File: src/rtl/ifetch_unit.sv
// rtl/ifetch_unit.sv - instruction fetch stage: PC, one-entry instruction register, redirect/halt/fault handling
module ifetch_unit #(
  parameter logic [31:0] RESET_PC   = 32'h00000000,
  parameter logic [31:0] HALT_WORD  = 32'h11111111,
  parameter int          IMEM_WORDS = 64
) (
  input  logic        clk,
  input  logic        reset,
  output logic [31:0] imem_addr,
  input  logic [31:0] imem_rd,
  input  logic        redirect_valid,
  input  logic [31:0] redirect_pc,
  output logic        instr_valid,
  input  logic        instr_ready,
  output logic [31:0] instr,
  output logic [31:0] instr_pc,
  output logic [31:0] instr_pc4,
  output logic        halted,
  output logic        fault,
  output logic [31:0] fetch_count
);

  typedef enum logic [1:0] {RUN, HALTED, FAULT_SOFT, FAULT_HARD} state_t;

  localparam logic [31:0] NOP        = 32'h00000013;
  localparam logic [31:0] IMEM_LIMIT = 32'(IMEM_WORDS);

  state_t      state_q;
  logic [31:0] pc_q;
  logic        valid_q;
  logic [31:0] instr_q;
  logic [31:0] instr_pc_q;
  logic [31:0] instr_pc4_q;
  logic        halted_q;
  logic        fault_q;
  logic [31:0] count_q;

  logic handshake;
  logic can_load;
  logic out_of_range;

  assign handshake    = valid_q && instr_ready;
  assign can_load     = (state_q == RUN) && (!valid_q || instr_ready);
  assign out_of_range = {2'b00, pc_q[31:2]} >= IMEM_LIMIT;

  assign imem_addr   = pc_q;
  assign instr_valid = valid_q;
  assign instr       = instr_q;
  assign instr_pc    = instr_pc_q;
  assign instr_pc4   = instr_pc4_q;
  assign halted      = halted_q;
  assign fault       = fault_q;
  assign fetch_count = count_q;

  always_ff @(posedge clk or posedge reset) begin
    if (reset) begin
      state_q     <= RUN;
      pc_q        <= RESET_PC;
      valid_q     <= 1'b0;
      instr_q     <= NOP;
      instr_pc_q  <= 32'h0;
      instr_pc4_q <= 32'h0;
      halted_q    <= 1'b0;
      fault_q     <= 1'b0;
      count_q     <= 32'h0;
    end else begin
      if (handshake) begin
        count_q <= count_q + 32'd1;
      end
      if (redirect_valid && (state_q != FAULT_HARD)) begin
        valid_q <= 1'b0;
        if (redirect_pc[1:0] != 2'b00) begin
          state_q  <= FAULT_HARD;
          halted_q <= 1'b0;
          fault_q  <= 1'b1;
        end else begin
          pc_q     <= redirect_pc;
          state_q  <= RUN;
          halted_q <= 1'b0;
          fault_q  <= 1'b0;
        end
      end else if (can_load) begin
        // Range is checked before the halt word: an out-of-range read returns no meaningful data.
        if (out_of_range) begin
          valid_q <= 1'b0;
          state_q <= FAULT_SOFT;
          fault_q <= 1'b1;
        end else if (imem_rd == HALT_WORD) begin
          valid_q  <= 1'b0;
          state_q  <= HALTED;
          halted_q <= 1'b1;
        end else begin
          instr_q     <= imem_rd;
          instr_pc_q  <= pc_q;
          instr_pc4_q <= pc_q + 32'd4;
          pc_q        <= pc_q + 32'd4;
          valid_q     <= 1'b1;
        end
      end
    end
  end

endmodule

File: config.mk
export PLATFORM = sky130hd
export DESIGN_NAME = ifetch_unit
export DESIGN_NICKNAME = d
export VERILOG_FILES = /design/src/rtl/ifetch_unit.sv
export SDC_FILE = /design/constraint.sdc
export NUM_CORES = 1
export LEC_CHECK = 0
export CORE_ASPECT_RATIO = 1.1
export CORE_MARGIN = 2
export CORE_UTILIZATION = 38
export DETAILED_ROUTE_END_ITERATION = 8
export PLACE_DENSITY_LB_ADDON = 0.2
export SYNTH_ARGS = -nofsm -noshare
export SYNTH_HDL_FRONTEND = slang
export SYNTH_SLANG_ARGS = --single-unit
File: constraint.sdc
create_clock -name clk -period 8.7 [get_ports clk]
set_clock_uncertainty 0.2 [all_clocks]
set_input_delay 1.74 -clock clk [delete_from_list [all_inputs] [get_ports clk]]
set_output_delay 1.74 -clock clk [all_outputs]
set_load 0.05 [all_outputs]
==> results of run 1 <==
[layer usage]
layer	GRT usage, %	vias to the layer above	part of all wire (%)
li1	-	2481	-
met1	24.7	2639	43
met2	31.5	204	48
met3	4.88	33	6.1
met4	8.98	0	2.7
met5	0	-	0
[layout by cell type (no fill, tap or decap), types with 9 or more instances in the layout]
cell,n
clkdlybuf4s50_1,230
dfrtp_1,160
clkbuf_16,17
a21oi_1,15
mux2_1,39
nor2_1,35
o21ai_0,18
o21ai_1,12
nand2_1,33
nand4_1,9
xnor2_1,28
and2_1,53
inv_1,10
nand3_1,21
[layout make-up]
class	instances	area [um^2]	share of cell area (%)
clock inverter	14	136	1.38
tap	238	298	3.01
timing repair buffer	234	2330	23.6
clock buffer	18	439	4.43
inverter	11	46.3	0.467
sequential	163	4080	41.2
multi-input combinational	375	2570	25.9
[flip-flops by register name, indices dropped and copies added, names as in the netlist]
register     count
instr_pc4       30
fault            1
fetch_count     32
halted           1
imem_addr       32
instr_pc        32
instr_valid      1
state_q          2
instr           32
[critical path: stages]
cell	delay, ns
clkdlybuf4s50_1	0.42
nor4b_1	0.80
nand4_1	0.38
o21a_1	0.33
nand2_2	0.76
mux2_1	0.39
[logic make-up (layout without fill, tap and decap cells)]
| family | Yosys count | after routing | share of synthesized area, % |
|---|---|---|---|
| adder cells (fa/ha/maj) | 3 | 3 | 0.548 |
| flip-flops | 163 | 163 | 59.6 |
| multiplexers | 42 | 42 | 6.86 |
| XOR/XNOR | 36 | 36 | 4.60 |
| AO/OA/AOI/OAI | 91 | 91 | 8.94 |
| buffers and inverters | 41 | 277 | 3.14 |
| AND/OR/NAND/NOR | 203 | 203 | 16.4 |
[path summary, 6_finish.rpt]
| kind | end | slack (ns) | cells past startpoint |
|---|---|---|---|
| max reg2reg | instr[30]$_DFFE_PP0P_ | 5.59 | 5 |
| max in group asynchronous | imem_addr[10]$_DFFE_PP0P_ | 5.24 | 3 |
| min in group asynchronous | instr_pc[28]$_DFFE_PP0P_ | 1.70 | 2 |
| min reg2reg | fetch_count[31]$_DFFE_PP0P_ | 0.28 | 1 |
| min | fetch_count[31]$_DFFE_PP0P_ | 0.28 | 1 |
| max | instr[31]$_DFFE_PP0P_ | 3.97 | 6 |
[power by group through the flow]
stage	Combinational [mW]	Sequential, mW	Clock, mW
floorplan	0.194	1.08	0
global placement	0.558	0.915	0
detailed placement	0.564	0.918	0
CTS	0.566	0.904	0.750
global route	0.601	0.915	0.787
finish	0.563	0.906	0.736
==> flow_metrics.tcl, run 1 <==
set metrics [dict create \
    drt_iter0_markers 276 \
    setup_tns_ns 0 \
    rsz0062_at_grt "no" \
    root_buffer "clkbuf_16" \
    crit_fanout 65 \
    grt_max_degree 104 \
    drc 0 \
    wl_mm 18.2 \
    seqPwrFrac_pct 41.1 \
    antenna_found_initial 0 \
    dieHeight_um 145 \
    grt_pass1_vias 5601 \
    setup_violations 0 \
    ys_warn_count 0 \
    grt_pass1_wl_mm 29.3 \
    p_comb_share_pct 25.5 \
    via_per_inst 5.09 \
    fin_util_pct 56.0 \
    drive_gt1_share_pct 7.12 \
    synth_edf_count 0 \
    timing.hold.ws_ns 0.278 \
    die_x_um 132 \
    stdcell_area_mm2 0.00990 \
    avgSynthCellArea_um2 11.8 \
    io-pin-count 231 \
    period_minus_slack_ns 4.73 \
    syn-instance-count 579 \
    synth-seq-cells 163 \
    vias 5357 \
    wl_per_cell_um 17.3 \
    seq_area_frac_synth_pct 59.6 \
    placed_area_mm2 0.00933 \
    slew_headroom_pct 30.9 \
    min_path_type "flop to flop" \
    clk_path_buf_depth 2 \
    htree_num_levels 4 \
    startpoint "imem_rd[23]" \
    synth_ff_type "dfrtp_1" \
    cts_buffers 17 \
    cts.clk_slew.worst_paths_ns 0.07 \
    total_power_mw 2.20 \
    clock_latency_ns 0.43 \
    p_per_area_mw_per_mm2 223 \
    clock-sinks 163 \
    dp_hpwl_mm 13.0 \
    cap_violations 0 \
    numPortBuffers 230 \
    synthesis.area_mm2 0.00686 \
    fin_crit_sh_pct 54.4 \
    cp.required_ns 8.81 \
    rows 51 \
    cp-end-kind "flop" \
    track_usage_pct 19.4 \
    final_nets 873 \
    crit_path_start_kind "input pin" \
    p_sw_share_pct 36.4 \
    drt.antenna.violating_nets 0 \
    cts_tree "yes" \
    n_antenna_cell 0 \
    final_cells 1053 \
    dp_cells 1021 \
    p_sw_uw 802 \
    synth_cell_types 65 \
    min_from "fetch_count[31]$_DFFE_PP0P_" \
    start_util_pct 38.8 \
    grt_overflow_total 0 \
    syn_nets 650 \
    critPathKind "input pin to flop" \
    synthTopCellsByCount "dfrtp_1, and2_1, mux2_1" \
    synth.most_common_cell "dfrtp_1" \
    internal-power_mw 1.40 \
    firstDrtPassIters 5 \
    cp.arrival_ns 4.84 \
    clock.fmax_mhz 211 \
    timing.rr.start "imem_addr[8]$_DFFE_PP0P_" \
    peakVddDrop_mv 0.160 \
    cts_setup_buffers 0 \
    tightest_slew_ns 1.03 \
    synth_top_area_share_pct 58.4 \
    die_area_mm2 0.0191 \
    syn_to_final_growth_pct 44.5 \
    core_mm2 0.0177 \
    pre_cts_ws_ns 3.50 \
    routabilityCongestion 0.810 \
    setup_slack_ns 3.97 \
    cts_resized 0 \
    fill_cells 1548 \
    cts_hold_buf 0 \
    p_leak_nw 4.32 \
    pwr-share-clk_pct 33.4 \
    yosysTopAreaCell "dfrtp_1" \
    drv_slew 0 \
    hold_viol_final 0 \
    async_reset_ff_share_pct 100 \
    outcome "completed" \
    yosys-top-cells-area "dfrtp_1, mux2_1, and2_1" \
]
Power figures use the tool's default switching activity.
==> run 2: changes to the inputs <==
==> constraint.sdc (replaced) <==
create_clock -name clk -period 4.1 [get_ports clk]
set_clock_uncertainty 0.2 [all_clocks]
set_input_delay 0.82 -clock clk [delete_from_list [all_inputs] [get_ports clk]]
set_output_delay 0.82 -clock clk [all_outputs]
set_load 0.05 [all_outputs]
==> run 2 against run 1 <==
Global-route usage is 0.18 points lower. Utilization grew 0.39 points. Power up 110%. Critical path depth stayed put. Die area is the same. Clock-buffer cell count unchanged. Final cell count increased by 0.47%. Hold slack gained 0.0027 ns. Critical path type unchanged. Highest routed layer unchanged.
==> flow_metrics.tcl, run 2 (synthesized netlist as in run 1, its figures left out) <==
set metrics [dict create \
    outcome "completed" \
    vias 5373 \
    rows 51 \
    regArea_mm2 0.00408 \
    cts_tree "yes" \
    setup_tns_ns 0 \
    final_cell_mix "clkdlybuf4s50_1, dfrtp_1, and2_1" \
    cts_resized 0 \
    hold_viol_final 0 \
    rsz0062_at_grt "no" \
    multi_input_area_mm2 0.00257 \
    grt_pass1_wl_mm 28.9 \
    crit_path_start_kind "input pin" \
    fin_util_pct 56.4 \
    clk_path_buf_depth 2 \
    final_nets 878 \
    via_per_inst 5.08 \
    clock.fmax_mhz 293 \
    routabilityCongestion 0.857 \
    wl_met2_mm 8.80 \
    wl_mm 18.3 \
    cp.required_ns 4.21 \
    internal-power_mw 3.03 \
    fin_crit_sh_pct 83.2 \
    dp_hpwl_mm 13.3 \
    period_minus_slack_ns 3.41 \
    placed_area_mm2 0.00939 \
    holdPathEnd "fetch_count[31]$_DFFE_PP0P_" \
    firstDrtPassIters 4 \
    cts_buffers 17 \
    io-pin-count 231 \
    critPathKind "input pin to flop" \
    clock-sinks 163 \
    die_x_um 132 \
    track_usage_pct 19.2 \
    cts_setup_buffers 0 \
    grt_overflow_total 0 \
    drt.antenna.violating_nets 0 \
    seqPwrFrac_pct 41.1 \
    clock_latency_ns 0.43 \
    n_antenna_cell 0 \
    p_leak_nw 4.36 \
    drc 0 \
    cp.arrival_ns 3.52 \
    startpoint "imem_rd[15]" \
    p_per_area_mw_per_mm2 469 \
    root_buffer "clkbuf_16" \
    stdcell_area_mm2 0.00997 \
    p_sw_mw 1.65 \
    slew_headroom_pct 31.3 \
    cp-end-kind "flop" \
    wl_met3_mm 1.34 \
    p_sw_share_pct 35.3 \
    dp_cells 1026 \
    r2r_end "instr[3]$_DFFE_PP0P_" \
    p_comb_share_pct 25.6 \
    layout_commonest_cell "clkdlybuf4s50_1" \
    pwr-share-clk_pct 33.3 \
    tightest_slew_ns 1.03 \
    die_area_mm2 0.0191 \
    peakVddDrop_mv 0.316 \
    cts_hold_buf 0 \
    crit_fanout 21 \
    rr_worst_depth 5 \
    grt_pass1_vias 5519 \
    min_from "fetch_count[31]$_DFFE_PP0P_" \
    final_cells 1058 \
    top_layer "met4" \
    min_path_type "flop to flop" \
    m1WireLength_mm 7.87 \
    drt_iter0_markers 285 \
    setup_violations 0 \
    core_mm2 0.0177 \
    start_util_pct 38.8 \
    cts.clk_slew.worst_paths_ns 0.07 \
    htree_num_levels 4 \
    fill_cells 1513 \
    r2r_slack_ns 1.00 \
    hold_path_depth 1 \
    drive_gt1_share_pct 7.68 \
    numPortBuffers 230 \
    timing.rr.start "imem_addr[8]$_DFFE_PP0P_" \
    syn_to_final_growth_pct 45.5 \
    antenna_found_initial 0 \
    wl_per_cell_um 17.3 \
    cap_violations 0 \
    drv_slew 0 \
    grt_max_degree 79 \
    dieHeight_um 145 \
]
[run 2: cell types whose count changed in the layout (fill, tap and decap cells not counted)]
cell / change
buf_12: +2
buf_4: +3
clkinv_8: -1
clkinv_4: +2
clkinv_2: +1
inv_6: -3
bufinv_16: +1
clkinvlp_4: +1
inv_8: -1
[run 2: critical path, cell delays in order]
cell	delay (ns)
clkdlybuf4s50_1	0.43
nor4b_1	0.59
nand4_1	0.32
o21ai_2	0.52
o21ai_2	0.40
a221o_1	0.44
[run 2: final cells by class]
| cell class | count | area share, % |
|---|---|---|
| clock buffers | 18 | 4.40 |
| well taps | 238 | 2.99 |
| flip-flops and latches | 163 | 40.9 |
| multi-input cells | 375 | 25.8 |
| inverters | 11 | 0.452 |
| repair buffers | 239 | 24.0 |
| clock inverters | 14 | 1.44 |
[run 2: worst max path at each step]
stage | end | depth (start not counted)
final | imem_addr[7]$_DFFE_PP0P_ | 6
after global routing | imem_addr[7]$_DFFE_PP0P_ | 6
after CTS | imem_addr[7]$_DFFE_PP0P_ | 6
after detailed placement | imem_addr[7]$_DFFE_PP0P_ | 6
after global placement | imem_addr[7]$_DFFE_PP0P_ | 6
after floorplan | fault$_DFFE_PP0P_ | 1
[run 2: power groups by stage]
stage | logic (mW) | registers, mW | clock network, mW
after floorplan | 0.412 | 2.29 | 0
after global placement | 1.19 | 1.94 | 0
after detailed placement | 1.20 | 1.95 | 0
after CTS | 1.21 | 1.92 | 1.61
after global routing | 1.28 | 1.95 | 1.68
final | 1.20 | 1.92 | 1.56
[run 2: per-stage QoR]
stage                     hold slack, ns  total power, mW  worst slack [ns]
after detailed placement           0.270             3.15             0.171
after global routing               0.300             4.90             0.435
after CTS                          0.289             4.73             0.622
after global placement             0.263             3.13             0.261
final                              0.281             4.68             0.690
after floorplan                    0.316             2.70              1.01
[run 2: layer usage]
| metal | vias up | global-route usage [%] |
|---|---|---|
| met2 | 194 | 31.2 |
| met4 | 0 | 6.46 |
| li1 | 2484 | - |
| met5 | - | 0 |
| met1 | 2675 | 24.3 |
| met3 | 20 | 6.48 |
==> run 3: changes to the inputs <==
==> constraint.sdc (replaced) <==
create_clock -name clk -period 2.8 [get_ports clk]
set_clock_uncertainty 0.2 [all_clocks]
set_input_delay 0.56 -clock clk [delete_from_list [all_inputs] [get_ports clk]]
set_output_delay 0.56 -clock clk [all_outputs]
set_load 0.05 [all_outputs]
==> run 3 against run 2 <==
Combinational power is 73% higher. Critical path type unchanged. Clock-buffer cell count is 1 lower. Routed wire length is 2.2% higher. Highest routed layer unchanged. Sequential share of layout area is 1.6 points lower. First-iteration DRC count stayed put. Via count is 2.9% higher.
==> flow_metrics.tcl, run 3 (synthesized netlist as in run 1, its figures left out) <==
set metrics [dict create \
    stdcell_area_mm2 0.0104 \
    dp_cells 1077 \
    io-pin-count 231 \
    period_minus_slack_ns 2.70 \
    p_per_area_mw_per_mm2 669 \
    track_usage_pct 20.1 \
    crit_family "simple AND/OR/NAND/NOR gates" \
    clock_latency_ns 0.42 \
    drc 0 \
    antenna_found_initial 0 \
    drive_gt1_share_pct 13.2 \
    final_nets 930 \
    root_buffer "clkbuf_16" \
    tightest_slew_ns 0.610 \
    cp_slowest_cell "nor4b_1" \
    wl_mm 18.7 \
    die_area_mm2 0.0191 \
    cts_setup_buffers 0 \
    routabilityCongestion 0.805 \
    clock-sinks 163 \
    cts.clk_slew.worst_paths_ns 0.07 \
    grt_overflow_total 0 \
    grt_pass1_wl_mm 30.5 \
    dp_hpwl_mm 13.9 \
    cp.required_ns 2.89 \
    cp.arrival_ns 2.80 \
    total_power_mw 6.94 \
    cap_violations 0 \
    drv_slew 0 \
    cts_hold_buf 0 \
    syn_to_final_growth_pct 51.4 \
    layout_commonest_cell "clkdlybuf4s50_1" \
    via_per_inst 4.98 \
    p_leak_nw 4.59 \
    crit_fanout 16 \
    grt_max_degree 53 \
    cts_buffers 17 \
    start_util_pct 38.8 \
    rsz0062_at_grt "no" \
    core_mm2 0.0177 \
    final_cells 1109 \
    wl_per_cell_um 16.8 \
    final_cell_mix "clkdlybuf4s50_1, dfrtp_1, buf_4" \
    die_x_um 132 \
    placed_area_mm2 0.00981 \
    firstDrtPassIters 4 \
    fin_crit_sh_pct 96.6 \
    cts_tree "yes" \
    critPathKind "input pin to flop" \
    grt_pass1_vias 5741 \
    min_path_type "flop to flop" \
    drt_iter0_markers 285 \
    htree_num_levels 4 \
    n_antenna_cell 0 \
    slew_headroom_pct 59.2 \
    setup_violations 0 \
    vias 5527 \
    numPortBuffers 230 \
    dieHeight_um 145 \
    rows 51 \
    drt.antenna.violating_nets 0 \
    outcome "completed" \
    crit_path_start_kind "input pin" \
    clock.fmax_mhz 370 \
    hold_viol_final 0 \
    peakVddDrop_mv 0.425 \
    path_cells "clkdlybuf4s50_1 -> nor4b_1 -> nand4_1 -> o21ai_4 -> nor2_4 -> mux2_1" \
    timing.critical_path.buf_inv 1 \
    slowest_delay_ns 0.50 \
    clk_path_buf_depth 2 \
    cp-end-kind "flop" \
]
run 3: per-layer routing:
layer  track usage [%]  part of all wire, %  up-vias
met3              5.75                  6.6       24
met2              32.7                   48      191
li1                  -                    -     2596
met1              26.3                   44     2716
met4              6.35                  1.5        0
met5                 0                    0        -
run 3: path summary, 6_finish.rpt:
kind                                             start                     endpoint  slack, ns  cells past startpoint
max                                        imem_rd[30]        instr[15]$_DFFE_PP0P_        0.1                      6
max in group asynchronous                        reset         instr[4]$_DFFE_PP1P_       1.35                      3
min reg2reg                fetch_count[31]$_DFFE_PP0P_  fetch_count[31]$_DFFE_PP0P_       0.27                      1
min in group asynchronous                        reset     instr_pc4[3]$_DFFE_PP0P_       0.36                      2
max reg2reg                  imem_addr[28]$_DFFE_PP0P_        instr[15]$_DFFE_PP0P_       0.22                      5
min                        fetch_count[31]$_DFFE_PP0P_  fetch_count[31]$_DFFE_PP0P_       0.27                      1
run 3: layout make-up:
| cell class | instances | area [um^2] |
|---|---|---|
| sequential | 163 | 4080 |
| clock inverter | 14 | 118 |
| tap | 238 | 298 |
| timing repair buffer | 290 | 2820 |
| clock buffer | 17 | 425 |
| multi-input combinational | 376 | 2590 |
| fill | 1491 | 7300 |
| inverter | 11 | 45.0 |
run 3: timing repair:
action | in CTS | in global routing
setup endpoints to repair | 31 | 103
pin swaps | 1 | 1
resized for setup | 2 | 1
cloned | 1 | 0
run 3: stage by stage:
step                util, %  hold WS (ns)  worst slack [ns]  TNS [ns]
floorplan                 -         0.316           -0.0284     -4.54
global placement       55.5         0.264            -0.343    -26.98
detailed placement     55.5         0.264            -0.456    -35.50
CTS                    58.7         0.278            0.0551         0
global route           58.7         0.300            0.0275         0
finish                 58.7         0.270            0.0953         0
run 3: worst reg2reg max path, delay by kind of cell (launching register included):
family / cells / cell delay [ns]
mux: 1 / 0.40
flops: 1 / 0.38
simple gates: 4 / 1.48
run 3: power breakdown:
group          switching, mW  total, mW  leakage [nW]  internal [mW]
clock                  0.995       2.15         0.260           1.16
sequential             0.190       2.72          2.17           2.53
combinational           1.27       2.07          2.16          0.796
